--- config.mk ---
export PLATFORM = sky130hd
export DESIGN_NAME = mem_arbiter
export DESIGN_NICKNAME = d
export VERILOG_FILES = /design/src/rtl/mem_arbiter.sv
export SDC_FILE = /design/constraint.sdc
export NUM_CORES = 1
export LEC_CHECK = 0
export ABC_AREA = 0
export CAP_MARGIN = 0
export CORE_MARGIN = 2
export CORE_UTILIZATION = 53
export DETAILED_ROUTE_END_ITERATION = 16
export PLACE_DENSITY_LB_ADDON = 0.15
export SETUP_SLACK_MARGIN = 0.02
export SYNTH_ARGS = -nofsm -noshare
export SYNTH_HDL_FRONTEND = slang
export SYNTH_SLANG_ARGS = --single-unit
--- constraint.sdc ---
create_clock -name clk -period 2.8 [get_ports clk]
set_input_delay 0.56 -clock clk [delete_from_list [all_inputs] [get_ports clk]]
set_output_delay 0.56 -clock clk [all_outputs]
set_load 0.01 [all_outputs]
--- src/rtl/mem_arbiter.sv ---
// mem_arbiter: round-robin arbiter between instruction fetch and the load/store buffer
// for a byte-wide RAM port; each 1/2/4-byte access is sequenced one byte per cycle.
module mem_arbiter #(
    parameter int unsigned ADDR_WIDTH  = 32,
    parameter int unsigned IO_ADDR_BIT = 17
) (
    input  logic                  clk,
    input  logic                  rst,
    input  logic                  if_request_in,
    input  logic [ADDR_WIDTH-1:0] if_address_in,
    output logic                  if_ready_out,
    output logic [31:0]           if_data_out,
    input  logic                  lsb_request_in,
    input  logic                  lsb_write_in,
    input  logic [1:0]            lsb_size_in,
    input  logic [ADDR_WIDTH-1:0] lsb_address_in,
    input  logic [31:0]           lsb_data_in,
    output logic                  lsb_ready_out,
    output logic [31:0]           lsb_data_out,
    input  logic                  rollback_in,
    input  logic                  io_buffer_full_in,
    output logic                  ram_rw_out,
    output logic [ADDR_WIDTH-1:0] ram_addr_out,
    output logic [7:0]            ram_data_out,
    input  logic [7:0]            ram_data_in
);
    typedef enum logic [1:0] {IDLE, READ, WRITE} state_t;

    state_t                state_q, state_d;
    logic [2:0]            cnt_q, cnt_d, nbytes_q, nbytes_d;
    logic [ADDR_WIDTH-1:0] base_q, base_d;
    logic                  is_if_q, is_if_d, last_lsb_q, last_lsb_d;
    logic [31:0]           rbuf_q, rbuf_d, rbuf_next;
    logic                  if_pend_q, if_pend_d;
    logic [ADDR_WIDTH-1:0] if_addr_q, if_addr_d;
    logic                  lsb_pend_q, lsb_pend_d, lsb_wr_q, lsb_wr_d;
    logic [1:0]            lsb_size_q, lsb_size_d;
    logic [ADDR_WIDTH-1:0] lsb_addr_q, lsb_addr_d;
    logic [31:0]           lsb_wdata_q, lsb_wdata_d;
    logic                  ram_rw_d, if_ready_d, lsb_ready_d;
    logic [ADDR_WIDTH-1:0] ram_addr_d;
    logic [7:0]            ram_data_d;
    logic [31:0]           if_data_d, lsb_data_d;
    logic                  if_live, grant_if, grant_lsb, lsb_stall, cur_stall;
    logic [1:0]            rd_idx;
    logic [2:0]            lsb_n;

    // A rollback on this edge cancels a pending fetch before it can be granted.
    assign if_live   = if_pend_q && !rollback_in;
    assign grant_if  = if_live && (!lsb_pend_q || last_lsb_q);
    assign grant_lsb = lsb_pend_q && !grant_if;
    assign lsb_stall = (lsb_addr_q[IO_ADDR_BIT -: 2] == 2'b11) && io_buffer_full_in;
    assign cur_stall = (base_q[IO_ADDR_BIT -: 2] == 2'b11) && io_buffer_full_in;
    assign lsb_n     = (lsb_size_q == 2'd0) ? 3'd1 : (lsb_size_q == 2'd1) ? 3'd2 : 3'd4;
    assign rd_idx    = cnt_q[1:0] - 2'd1;

    always_comb begin
        rbuf_next = rbuf_q;
        rbuf_next[{rd_idx, 3'b000} +: 8] = ram_data_in;
    end

    always_comb begin
        state_d     = state_q;
        cnt_d       = cnt_q;
        nbytes_d    = nbytes_q;
        base_d      = base_q;
        is_if_d     = is_if_q;
        last_lsb_d  = last_lsb_q;
        rbuf_d      = rbuf_q;
        if_pend_d   = if_pend_q;
        if_addr_d   = if_addr_q;
        lsb_pend_d  = lsb_pend_q;
        lsb_wr_d    = lsb_wr_q;
        lsb_size_d  = lsb_size_q;
        lsb_addr_d  = lsb_addr_q;
        lsb_wdata_d = lsb_wdata_q;
        ram_rw_d    = 1'b0;
        ram_addr_d  = ram_addr_out;
        ram_data_d  = ram_data_out;
        if_ready_d  = 1'b0;
        if_data_d   = if_data_out;
        lsb_ready_d = 1'b0;
        lsb_data_d  = lsb_data_out;

        if (rollback_in) begin
            if_pend_d = 1'b0;
        end else if (if_request_in && !if_pend_q) begin
            if_pend_d = 1'b1;
            if_addr_d = if_address_in;
        end
        if (lsb_request_in && !lsb_pend_q) begin
            lsb_pend_d  = 1'b1;
            lsb_wr_d    = lsb_write_in;
            lsb_size_d  = lsb_size_in;
            lsb_addr_d  = lsb_address_in;
            lsb_wdata_d = lsb_data_in;
        end

        case (state_q)
            IDLE: begin
                if (grant_if) begin
                    last_lsb_d = 1'b0;
                    is_if_d    = 1'b1;
                    base_d     = if_addr_q;
                    nbytes_d   = 3'd4;
                    rbuf_d     = '0;
                    ram_addr_d = if_addr_q;
                    cnt_d      = 3'd1;
                    state_d    = READ;
                end else if (grant_lsb) begin
                    last_lsb_d = 1'b1;
                    is_if_d    = 1'b0;
                    base_d     = lsb_addr_q;
                    nbytes_d   = lsb_n;
                    rbuf_d     = '0;
                    ram_addr_d = lsb_addr_q;
                    if (lsb_wr_q) begin
                        state_d = WRITE;
                        if (lsb_stall) begin
                            cnt_d = '0;
                        end else begin
                            ram_rw_d   = 1'b1;
                            ram_data_d = lsb_wdata_q[7:0];
                            cnt_d      = 3'd1;
                        end
                    end else begin
                        state_d = READ;
                        cnt_d   = 3'd1;
                    end
                end
            end
            READ: begin
                if (is_if_q && rollback_in) begin
                    state_d = IDLE;
                end else begin
                    rbuf_d = rbuf_next;
                    if (cnt_q < nbytes_q) begin
                        ram_addr_d = base_q + ADDR_WIDTH'(cnt_q);
                        cnt_d      = cnt_q + 3'd1;
                    end else begin
                        state_d = IDLE;
                        if (is_if_q) begin
                            if_ready_d = 1'b1;
                            if_data_d  = rbuf_next;
                            if_pend_d  = 1'b0;
                        end else begin
                            lsb_ready_d = 1'b1;
                            lsb_data_d  = rbuf_next;
                            lsb_pend_d  = 1'b0;
                        end
                    end
                end
            end
            WRITE: begin
                if (cnt_q < nbytes_q) begin
                    if (!cur_stall) begin
                        ram_rw_d   = 1'b1;
                        ram_addr_d = base_q + ADDR_WIDTH'(cnt_q);
                        ram_data_d = lsb_wdata_q[{cnt_q[1:0], 3'b000} +: 8];
                        cnt_d      = cnt_q + 3'd1;
                    end
                end else begin
                    state_d     = IDLE;
                    lsb_ready_d = 1'b1;
                    lsb_pend_d  = 1'b0;
                end
            end
            default: state_d = IDLE;
        endcase
    end

    always_ff @(posedge clk or negedge rst) begin
        if (!rst) begin
            state_q       <= IDLE;
            cnt_q         <= '0;
            nbytes_q      <= '0;
            base_q        <= '0;
            is_if_q       <= 1'b0;
            last_lsb_q    <= 1'b0;
            rbuf_q        <= '0;
            if_pend_q     <= 1'b0;
            if_addr_q     <= '0;
            lsb_pend_q    <= 1'b0;
            lsb_wr_q      <= 1'b0;
            lsb_size_q    <= '0;
            lsb_addr_q    <= '0;
            lsb_wdata_q   <= '0;
            ram_rw_out    <= 1'b0;
            ram_addr_out  <= '0;
            ram_data_out  <= '0;
            if_ready_out  <= 1'b0;
            if_data_out   <= '0;
            lsb_ready_out <= 1'b0;
            lsb_data_out  <= '0;
        end else begin
            state_q       <= state_d;
            cnt_q         <= cnt_d;
            nbytes_q      <= nbytes_d;
            base_q        <= base_d;
            is_if_q       <= is_if_d;
            last_lsb_q    <= last_lsb_d;
            rbuf_q        <= rbuf_d;
            if_pend_q     <= if_pend_d;
            if_addr_q     <= if_addr_d;
            lsb_pend_q    <= lsb_pend_d;
            lsb_wr_q      <= lsb_wr_d;
            lsb_size_q    <= lsb_size_d;
            lsb_addr_q    <= lsb_addr_d;
            lsb_wdata_q   <= lsb_wdata_d;
            ram_rw_out    <= ram_rw_d;
            ram_addr_out  <= ram_addr_d;
            ram_data_out  <= ram_data_d;
            if_ready_out  <= if_ready_d;
            if_data_out   <= if_data_d;
            lsb_ready_out <= lsb_ready_d;
            lsb_data_out  <= lsb_data_d;
        end
    end
endmodule

* After elaboration in Yosys (flattened, before gate mapping)
Cells that the tools add are included.
** Storage, ports and cells
- Flip-flop bits (word level) :: 282
- Bits of input ports :: 113
- Output and inout bits :: 107
** Cells by class
- Add/sub/neg operators :: 4
- Order comparisons :: 1
- Equal/unequal tests :: 14
- Shift-type cells :: 3
- Mux-type cells :: 70
- Bitwise logic cells :: 4
- Reduce and logical (&&, ||, !) cells :: 26
** Operators with widths (number)
- $mux W32 :: 9
- $pmux W32 S3 :: 1
- $pmux W32 S2 :: 1
- $mux W8 :: 6
- $mux W3 :: 11
- $add A32 B3 Y32 :: 1
- $bwmux W32 :: 1
- $shift A8 B7 Y32 const A :: 1
- $shiftx A32 B6 Y8 :: 1
- $shiftx A8 B7 Y32 :: 1
- $mux W1 :: 30
- $ne A2 B2 Y1 const B :: 8
- $pmux W8 S2 :: 1
- $mux W2 :: 5
- $pmux W3 S3 :: 1
- $logic_and A1 B1 Y1 :: 8
- $reduce_and A4 Y1 :: 2
- $neg A5 Y7 :: 1
- $reduce_and A7 Y1 :: 1
- $eq A2 B2 Y1 const B :: 3
- $pmux W1 S2 :: 3
- $pmux W2 S3 :: 1
- $reduce_and A6 Y1 :: 1
- $reduce_bool A2 Y1 :: 3
- other kinds (12) :: 21

* Longest topological paths before layout
Gate-level depths: netlist of the first run.
- Depth after elaboration :: 8
- Mapped depth :: 10
- Gate-level depth less buffers :: 7

* Worst setup path before layout of the first run
OpenSTA, ideal clock, no wires.
- Path kind :: register -> register
- Start :: register cnt_q[0]
- End :: register rbuf_q[10]
- Library setup time :: 67 ps
- Data arrival time :: 2454 ps
- Setup slack :: 278 ps
- Cell stages (with the launch flop) :: 10
- Cells stage by stage :: dfrtp_1 buf_2 inv_1 clkbuf_1 ha_1 nand2_1 nor3_1 and2_1 clkbuf_1 a22o_1
** Between the ends
- Longest elaborated chain between the ends :: 6
- Elaborated cells between the ends (all ways) :: 7
- Classes of those cells :: add/sub (2); shift (2); mux (3)
** Ends and longest elaborated chain
- from (decl) :: line 30 : logic [2:0] cnt_q, cnt_d, nbytes_q, nbytes_d;
- from (signal assigned) :: line 197 : cnt_q <= cnt_d;
- $sub A2 B1 Y2 * :: line 55 : assign rd_idx = cnt_q[1:0] - 2'd1;
- $neg A5 Y7 * :: line 59 : rbuf_next[{rd_idx, 3'b000} +: 8] = ram_data_in;
- $shiftx A8 B7 Y32 or $shift A8 B7 Y32 (tied branches) :: line 59
- $bwmux W32 * :: line 59
- $mux W32 * :: line 133 : if (is_if_q && rollback_in) begin
- $pmux W32 S2 * :: line 99 : case (state_q)
- to (signal assigned) :: line 202 : rbuf_q <= rbuf_d;
- to (decl) :: line 33 : logic [31:0] rbuf_q, rbuf_d, rbuf_next;
Every way passes the cells marked *; elsewhere a longest branch is shown, timed or not. The select of a mux whose other input is x is not followed.
A chain may end at the register's enable or synchronous reset.

* Worst setup path in the final report of the first run
- Start :: register cnt_q[1]
- End :: register ram_addr_out[27]
** Between the ends
- Longest elaborated chain between the ends :: 4
- Elaborated cells between the ends (all ways) :: 10
- Classes of those cells :: add/sub (1); order compare (1); eq/ne (2); mux (5); reduce/logical (1)
** Ends and longest elaborated chain
- $add A32 B3 Y32 :: line 138, 158
- $mux W32 (on tied branches) :: line 156, 137
- $mux W32 (on tied branches) :: line 155, 133
- $pmux W32 S3 :: line 99
- to (signal assigned) :: line 211 : ram_addr_out <= ram_addr_d;
- to (decl) :: line 23 : output logic [ADDR_WIDTH-1:0] ram_addr_out,
Several ways; a longest one is shown, not always the timed one. The select of a mux whose other input is x is not followed.

==> results.md, run 1 <==
* Total power draw at roughly 18 mW
* Inserted Diodes at 0
* Fraction of layout instances using a drive strength above 1 at between 10% and 20%
* EDFF count, synth at 0
* Clock tree buffer depth at 3
* Detailed-route wire length per cell at approximately 18 microns
* Sequential share of the synthesized area at between 50% and 60%
* Final routed DRC violation total at 0
* Number of buffer and inverter stages on the critical path at 1
* Max H-tree Level at 1
* Max-slew violation total from the final report at 0
* Tot GR Track Use at roughly 24%
* Count of vias placed by the detailed router at around 9300
* Final Hold Viols at 0
* Time the worst path needs with I/O delays and setup at approximately 2.5 ns
* Die area at around 0.025 sq mm
* Critical path data arrival time at 2.98 ns
* Maximum capacitance violations at 0
* Max stage delay cell, worst path: sky130_fd_sc_hd__dfrtp_1
* Core Box Area at between 0.02 and 0.025 sq mm
* Peak ir drop on the vdd network at 0.643 mV
* Final sum of negative setup slack at 0 ns
* Unrepaired setup endpoints after global routing: no
* IO Port Bufs at roughly 220
* Number of violations reported at the end of detailed-routing iteration 0 at 635
* Net count of the mapped netlist at 1251
* Power Dens Cells at around 1100 mW/mm^2
* Count of warnings emitted by yosys at 0
* Antenna violations before repair at 0
* Delay contributed by the slowest stage of the critical path at approximately 0.51 ns
* Commonest cells post-synth: 282 x sky130_fd_sc_hd__dfrtp_1, 153 x sky130_fd_sc_hd__nand2_1, 128 x sky130_fd_sc_hd__mux2_2
* Mean Syn Cell Area at 11.2 sq um
* Tightest slew margin relative to the limit at a little under half
* Clock root buffer: sky130_fd_sc_hd__clkbuf_16
* Hold Crit Class: flip-flop to flip-flop
* Post-Route Utilization at a little over two thirds
* Sort of element at the start of the critical path: flip-flop
* Family of cells with the greatest summed delay on the critical path: compound AO/OA/AOI/OAI gates
* Site row count at 56
* Final worst path period share at between 80% and 90%
* Hold wc startpoint: if_data_out[3]
* Clock tree from TritonCTS: done
* Worst clock skew on the final layout at 0.0107 ns
* Result of the run: finished clean
* Post-Route WL at 30.1 mm
* First-pass detailed-route iteration total at 5
* Launching element of the worst setup path: cnt_q[1]
* Nature of the critical path endpoint: flip-flop
* Num CTS Buffers at 29
* Overflow after GRT at 0
* Worst-Skew Late Latency at between 0.5 and 0.6 ns
* Register bit total from synthesis at around 280
* Cells taking the most area after synthesis: sky130_fd_sc_hd__dfrtp_1 56%, sky130_fd_sc_hd__mux2_2 11%, sky130_fd_sc_hd__nand2_1 4.6%, sky130_fd_sc_hd__o21ai_0 4.0%, sky130_fd_sc_hd__a22o_1 2.5%
* Number of standard cells in the final layout excluding fillers at 1674
* Number of top-level pins at between 200 and 250
* RD Place Congestion at ~0.85
* Residual antenna-violating net count after detailed routing at 0
* Maximum fanout count along the critical path at 45
* X dimension of the die at 158 microns
* Maximum clock frequency at 0.399 GHz
* Die boundary height at ~160 microns
* Most repeated cell in the gate-level netlist after synthesis: sky130_fd_sc_hd__dfrtp_1
* Cell area after synthesis at roughly 0.013 sq mm
* Measured slew at the worst slew-check pin at about 0.78 ns
* WHS at 0.477 ns
* Post-synthesis instance total at approximately 1100
* Placed Instances at about 1600
* Worst Path Class, Setup: flip-flop to flip-flop
* Number of gates resized after cts at 0
* Ys flop type: sky130_fd_sc_hd__dfrtp_1
* Pin count of the biggest net entering global routing at 81
* Layout overhead on the synthesized area at 29.6%
* Half-perimeter wire length of the detailed placement result at 20.6 mm
* Placed standard-cell area at between 0.015 and 0.02 sq mm
* Clock-pin slew of the registers on the worst-case setup and hold paths at ~0.070 ns
* Final setup violating endpoints at 0
* Worst-case setup slack after placement at between 0.06 and 0.07 ns
* Proportion of netlist area held by the largest area contributor at a little under three fifths
* Initial core utilization at between 50% and 60%
* Cell taking the most area after synthesis: sky130_fd_sc_hd__dfrtp_1
* Vias in the first global route at between 9000 and 10000
* Required time of the worst setup path at ~3.3 ns
* Standby leakage power at 6.87 nW
* Ratio of routed vias to standard cells at 5.57
* Post-route setup slack at 0.294 ns
* Count of unique library cells instantiated by Yosys at 63
* Clk sinks at between 200 and 300
* Fin area at approximately 0.016 sq mm
* Launch instance of the worst register-to-register path: cnt_q[1]
* FFs w/ async S/R, synth at 100%
* First-pass GRT wire length at around 48 mm
* Nets@finish at 1462
* Ordered cell list for the critical path: ha_1 -> a21oi_1 -> o211ai_1 -> a221o_2 -> buf_12 -> nor2_2 -> a221o_1
state kept, by name, indices dropped and copies added, names as in the netlist, 2 cells and up:
name and flops:
rbuf_q 32, lsb_wdata_q 32, state_q 2, cnt_q 3, ram_addr_out 32, ram_data_out 8
lsb_data_out 32, if_data_out 32, base_q 32, nbytes_q 3, if_addr_q 32, lsb_addr_q 32
lsb_size_q 2
kinds of logic (layout without fill, tap and decap cells):
logic type / count (synthesis) / count (layout) / share of synthesized area [%]
AOI/OAI and AO/OA: 260 / 260 / 12.8
xor gates and xnor gates: 21 / 21 / 1.46
adders and majority gates: 16 / 16 / 1.65
buffers and inverters: 87 / 320 / 2.86
DFF: 282 / 282 / 56.0
muxes: 157 / 157 / 13.8
and+or+nand+nor: 299 / 299 / 11.5
layer usage:
layer | track usage [%] | vias up | part of all wire [%]
li1 | - | 4405 | -
met1 | 34.5 | 4590 | 46
met2 | 38.8 | 275 | 46
met3 | 4.65 | 47 | 5.9
met4 | 5.53 | 0 | 1.8
met5 | 0 | - | 0
layout make-up:
class	count	area, sq um
well taps	319	399
repair buffers	252	2560
inverters	15	56.3
fillers	1775	7080
clock buffers	39	813
flip-flops and latches	282	7060
multi-input cells	753	5200
clock inverters	14	228
timing repair:
| item | 4_1_cts | 5_1_grt |
|---|---|---|
| hold buffers | 1 | 0 |
| setup endpoints to repair | 0 | 0 |
| buffers inserted | 0 | 0 |
| hold endpoints to repair | 53 | 0 |
tightest hold or removal path: stages (launching register included):
cell                      delay (ns)
sky130_fd_sc_hd__dfrtp_1        0.34
sky130_fd_sc_hd__nand2_1        0.04
sky130_fd_sc_hd__o21ai_0        0.06
worst paths after layout:
kind	end	slack [ns]	depth (start not counted)
worst max-delay path	ram_addr_out[27]	0.29	7
worst min-delay path	if_data_out[3]	0.48	2
worst max register to register	ram_addr_out[27]	0.29	7
worst min register to register	if_data_out[3]	0.48	2
max in group asynchronous	if_data_out[25]	1.49	3
min in group asynchronous	if_addr_q[9]	0.55	2
where the power goes:
part	switching, mW	internal [mW]	total (mW)
combinational	3.63	3.58	7.20
sequential	1.11	5.61	6.72
clock	1.58	2.58	4.17
cells in the final DEF (no fill, tap or decap), types with 15 or more instances in the layout:
| cell type | n |
|---|---|
| sky130_fd_sc_hd__a22o_1 | 36 |
| sky130_fd_sc_hd__nand2_1 | 153 |
| sky130_fd_sc_hd__inv_1 | 15 |
| sky130_fd_sc_hd__nand3_1 | 17 |
| sky130_fd_sc_hd__o21ai_0 | 100 |
| sky130_fd_sc_hd__dfrtp_1 | 282 |
| sky130_fd_sc_hd__nor2b_1 | 38 |
| sky130_fd_sc_hd__a21oi_1 | 57 |
| sky130_fd_sc_hd__clkbuf_16 | 29 |
| sky130_fd_sc_hd__mux2i_1 | 28 |
| sky130_fd_sc_hd__nor2_1 | 18 |
| sky130_fd_sc_hd__nor3_1 | 26 |
| sky130_fd_sc_hd__o21ai_1 | 15 |
| sky130_fd_sc_hd__ha_1 | 15 |
| sky130_fd_sc_hd__clkdlybuf4s50_1 | 218 |
| sky130_fd_sc_hd__buf_4 | 23 |
| sky130_fd_sc_hd__mux2_2 | 128 |
Power figures use the tool's default switching activity.
==> inputs of run 2 (changes only) <==
Settings changed: CORE_UTILIZATION 53 to 40.
==> run 2 against run 1 <==
  * Clock skew fell by 0.0015 ns
  * Die area rose by 32%
  * Combinational power rose by 0.6%
  * Worst hold slack barely moved
  * Core utilization fell by 17 points
  * Final cell count rose by 5.1%
  * Clock-buffer cell count rose by 11
==> results.md, run 2 (same netlist as run 1, synthesis figures left out) <==
* Standby leakage power at 6.88 nW (+0.16%)
* Pin count of the biggest net entering global routing at 69 (-15%)
* Worst-case setup slack after placement at 0.0547 ns (-0.00948 ns)
* Layout overhead on the synthesized area at 30.3%
* Site row count at 64 (+14%)
* Maximum fanout count along the critical path at 50 (+11%)
* Die area at 0.0329 sq mm (+32%)
* Buffers inserted by post-CTS timing repair at 0 (unchanged)
* Tightest slew margin relative to the limit at 35.6% (-12 points)
* Antenna violations before repair at 1 (+1)
* Most common library cell in the layout ignoring fill and taps: sky130_fd_sc_hd__dfrtp_1
* Maximum clock frequency at 0.391 GHz (-1.9%)
* First-pass detailed-route iteration total at 4 (-1)
* Ratio of routed vias to standard cells at 5.28 (-5.2%)
* Initial core utilization at 40.9% (-13 points)
* Clock-pin slew of the registers on the worst-case setup and hold paths at 0.06 ns (about the same)
* First-pass GRT wire length at 52.5 mm (+9.0%)
* Hold Crit Class: flip-flop to flip-flop
* Inserted Diodes at 0 (unchanged)
* Measured slew at the worst slew-check pin at 0.965 ns (+0.181 ns)
* Tot GR Track Use at 19.8% (-4.5 points)
* Number of violations reported at the end of detailed-routing iteration 0 at 400 (-37%)
* Post-route setup slack at 0.246 ns (-0.0482 ns)
* Count of vias placed by the detailed router at 9289 (-0.30%)
* Required time of the worst setup path at 3.29 ns (+0.02 ns)
* Final sum of negative setup slack at 0 ns (unchanged)
* Clock tree from TritonCTS: done
* Die boundary height at 181 microns (+15%)
* Launch instance of the worst register-to-register path: cnt_q[2]
* Nature of the critical path endpoint: flip-flop
* Top metal layer carrying routed signals: met5
* Launching element of the worst setup path: cnt_q[2]
* Peak ir drop on the vdd network at 0.880 mV (+37%)
* Commonest cells after routing, fill and taps aside: 282 x sky130_fd_sc_hd__dfrtp_1, 218 x sky130_fd_sc_hd__clkdlybuf4s50_1, 153 x sky130_fd_sc_hd__nand2_1
* Internal reg-to-reg setup slack at 0.25 ns (-0.05 ns)
* Placed Instances at 1704 (+5.2%)
* Unrepaired setup endpoints after global routing: no
* Total power draw at 18.0 mW (-0.66%)
* RD Place Congestion at 0.789 (-7.6%)
* Core Box Area at 0.0308 sq mm (+32%)
* Max H-tree Level at 1 (unchanged)
* Residual antenna-violating net count after detailed routing at 0 (unchanged)
* Fraction of layout instances using a drive strength above 1 at 16.5% (-0.036 points)
* Maximum capacitance violations at 0 (unchanged)
* Worst clock skew on the final layout at 0.00915 ns (-0.00154 ns)
* Number of top-level pins at 220 (unchanged)
* Nets@finish at 1470 (+0.55%)
* Worst-Skew Late Latency at 0.56 ns (+0.02 ns)
* Post-Route WL at 32.2 mm (+6.9%)
* Metal-1 WL at 15.7 mm (+12%)
* Capturing instance or port of the critical path: ram_addr_out[23]
* Vias in the first global route at 9314 (+1.8%)
* Time the worst path needs with I/O delays and setup at 2.55 ns (+0.0482 ns)
* Result of the run: finished clean
* Clock root buffer: sky130_fd_sc_hd__clkbuf_16
* X dimension of the die at 181 microns (+15%)
* Detailed-routed wire length on met2 at 14.3 mm (+4.0%)
* Max-slew violation total from the final report at 0 (unchanged)
* Post-Route Utilization at 53.2% (-17 points)
* Num CTS Buffers at 30 (+3.4%)
* Final Hold Viols at 0 (unchanged)
* Final routed DRC violation total at 0 (unchanged)
* Overflow after GRT at 0 (unchanged)
* Clock tree buffer depth at 3 (unchanged)
* Final setup violating endpoints at 0 (unchanged)
* Power Dens Cells at 1100 mW/mm^2 (-1.2%)
* Worst Path Class, Setup: flip-flop to flip-flop
* Clk sinks at 282 (unchanged)
* WL met3 at 1.31 mm (-26%)
* Cell count of the worst reg-to-reg path at 7 (unchanged)
* Critical path data arrival time at 3.05 ns (+0.07 ns)
* Number of standard cells in the final layout excluding fillers at 1760 (+5.1%)
* Half-perimeter wire length of the detailed placement result at 22.3 mm (+8.5%)
* Worst reg2reg endpoint: ram_addr_out[23]
* Number of gates resized after cts at 0 (unchanged)
* Detailed-route wire length per cell at 18.3 microns (+1.7%)
* IO Port Bufs at 219 (unchanged)
* Sort of element at the start of the critical path: flip-flop
* Final worst path period share at 91.2% (+1.7 points)
[run 2: area by class of cell]
cell class,instances,area [sq um]
Sequential cell,282,7060
Clock buffer,50,907
Timing Repair Buffer,259,2610
Tap cell,396,495
Inverter,15,56.3
Clock inverter,5,75.1
Multi-Input combinational cell,753,5200
Fill cell,2696,14400
[run 2: worst min path at each step]
stage	from	end	slack, ns	cells after the start
global route	rbuf_q[24]	rbuf_q[24]	0.50	1
finish	if_data_out[15]	if_data_out[15]	0.48	2
global placement	lsb_data_out[11]	lsb_data_out[11]	0.46	2
floorplan	rst	base_q[0]	0.26	0
detailed placement	last_lsb_q	last_lsb_q	0.47	1
CTS	if_data_out[20]	if_data_out[20]	0.49	2
[run 2: routing by layer]
metal | track usage [%] | up-vias
li1 | - | 4413
met1 | 29.4 | 4604
met2 | 30.5 | 218
met3 | 2.87 | 52
met4 | 4.75 | 2
met5 | 0 | -
[run 2: stage by stage]
| stage | hold slack (ns) | area [sq um] |
|---|---|---|
| after detailed placement | 0.472 | 15400 |
| final | 0.477 | 16400 |
| after global routing | 0.503 | 16400 |
| after floorplan | 0.264 | 12600 |
| after global placement | 0.461 | 15400 |
| after CTS | 0.486 | 16400 |
[run 2: repair_timing]
action,4_1_cts,5_1_grt
endpoints found under the hold margin,25,0
setup endpoints to repair,0,0
hold buffers,1,0
[run 2: worst max-delay path: stages (launching register included)]
cell and delay, ns:
sky130_fd_sc_hd__dfrtp_1 0.46, sky130_fd_sc_hd__ha_1 0.34, sky130_fd_sc_hd__a21oi_1 0.25, sky130_fd_sc_hd__o211ai_1 0.19
sky130_fd_sc_hd__a221o_2 0.45, sky130_fd_sc_hd__buf_12 0.20, sky130_fd_sc_hd__nor2_2 0.36, sky130_fd_sc_hd__a221o_1 0.23
[run 2: where the power goes]
| part | switching, mW | internal, mW | leakage (nW) |
|---|---|---|---|
| clock | 1.61 | 2.37 | 0.481 |
| combinational | 3.63 | 3.61 | 2.84 |
| sequential | 1.14 | 5.62 | 3.56 |
==> inputs of run 3 (changes only) <==
Settings changed: SLEW_MARGIN set to 20.
==> results of run 3 <==
Same layout as run 2: the final DEF is identical, and so are final timing and power.
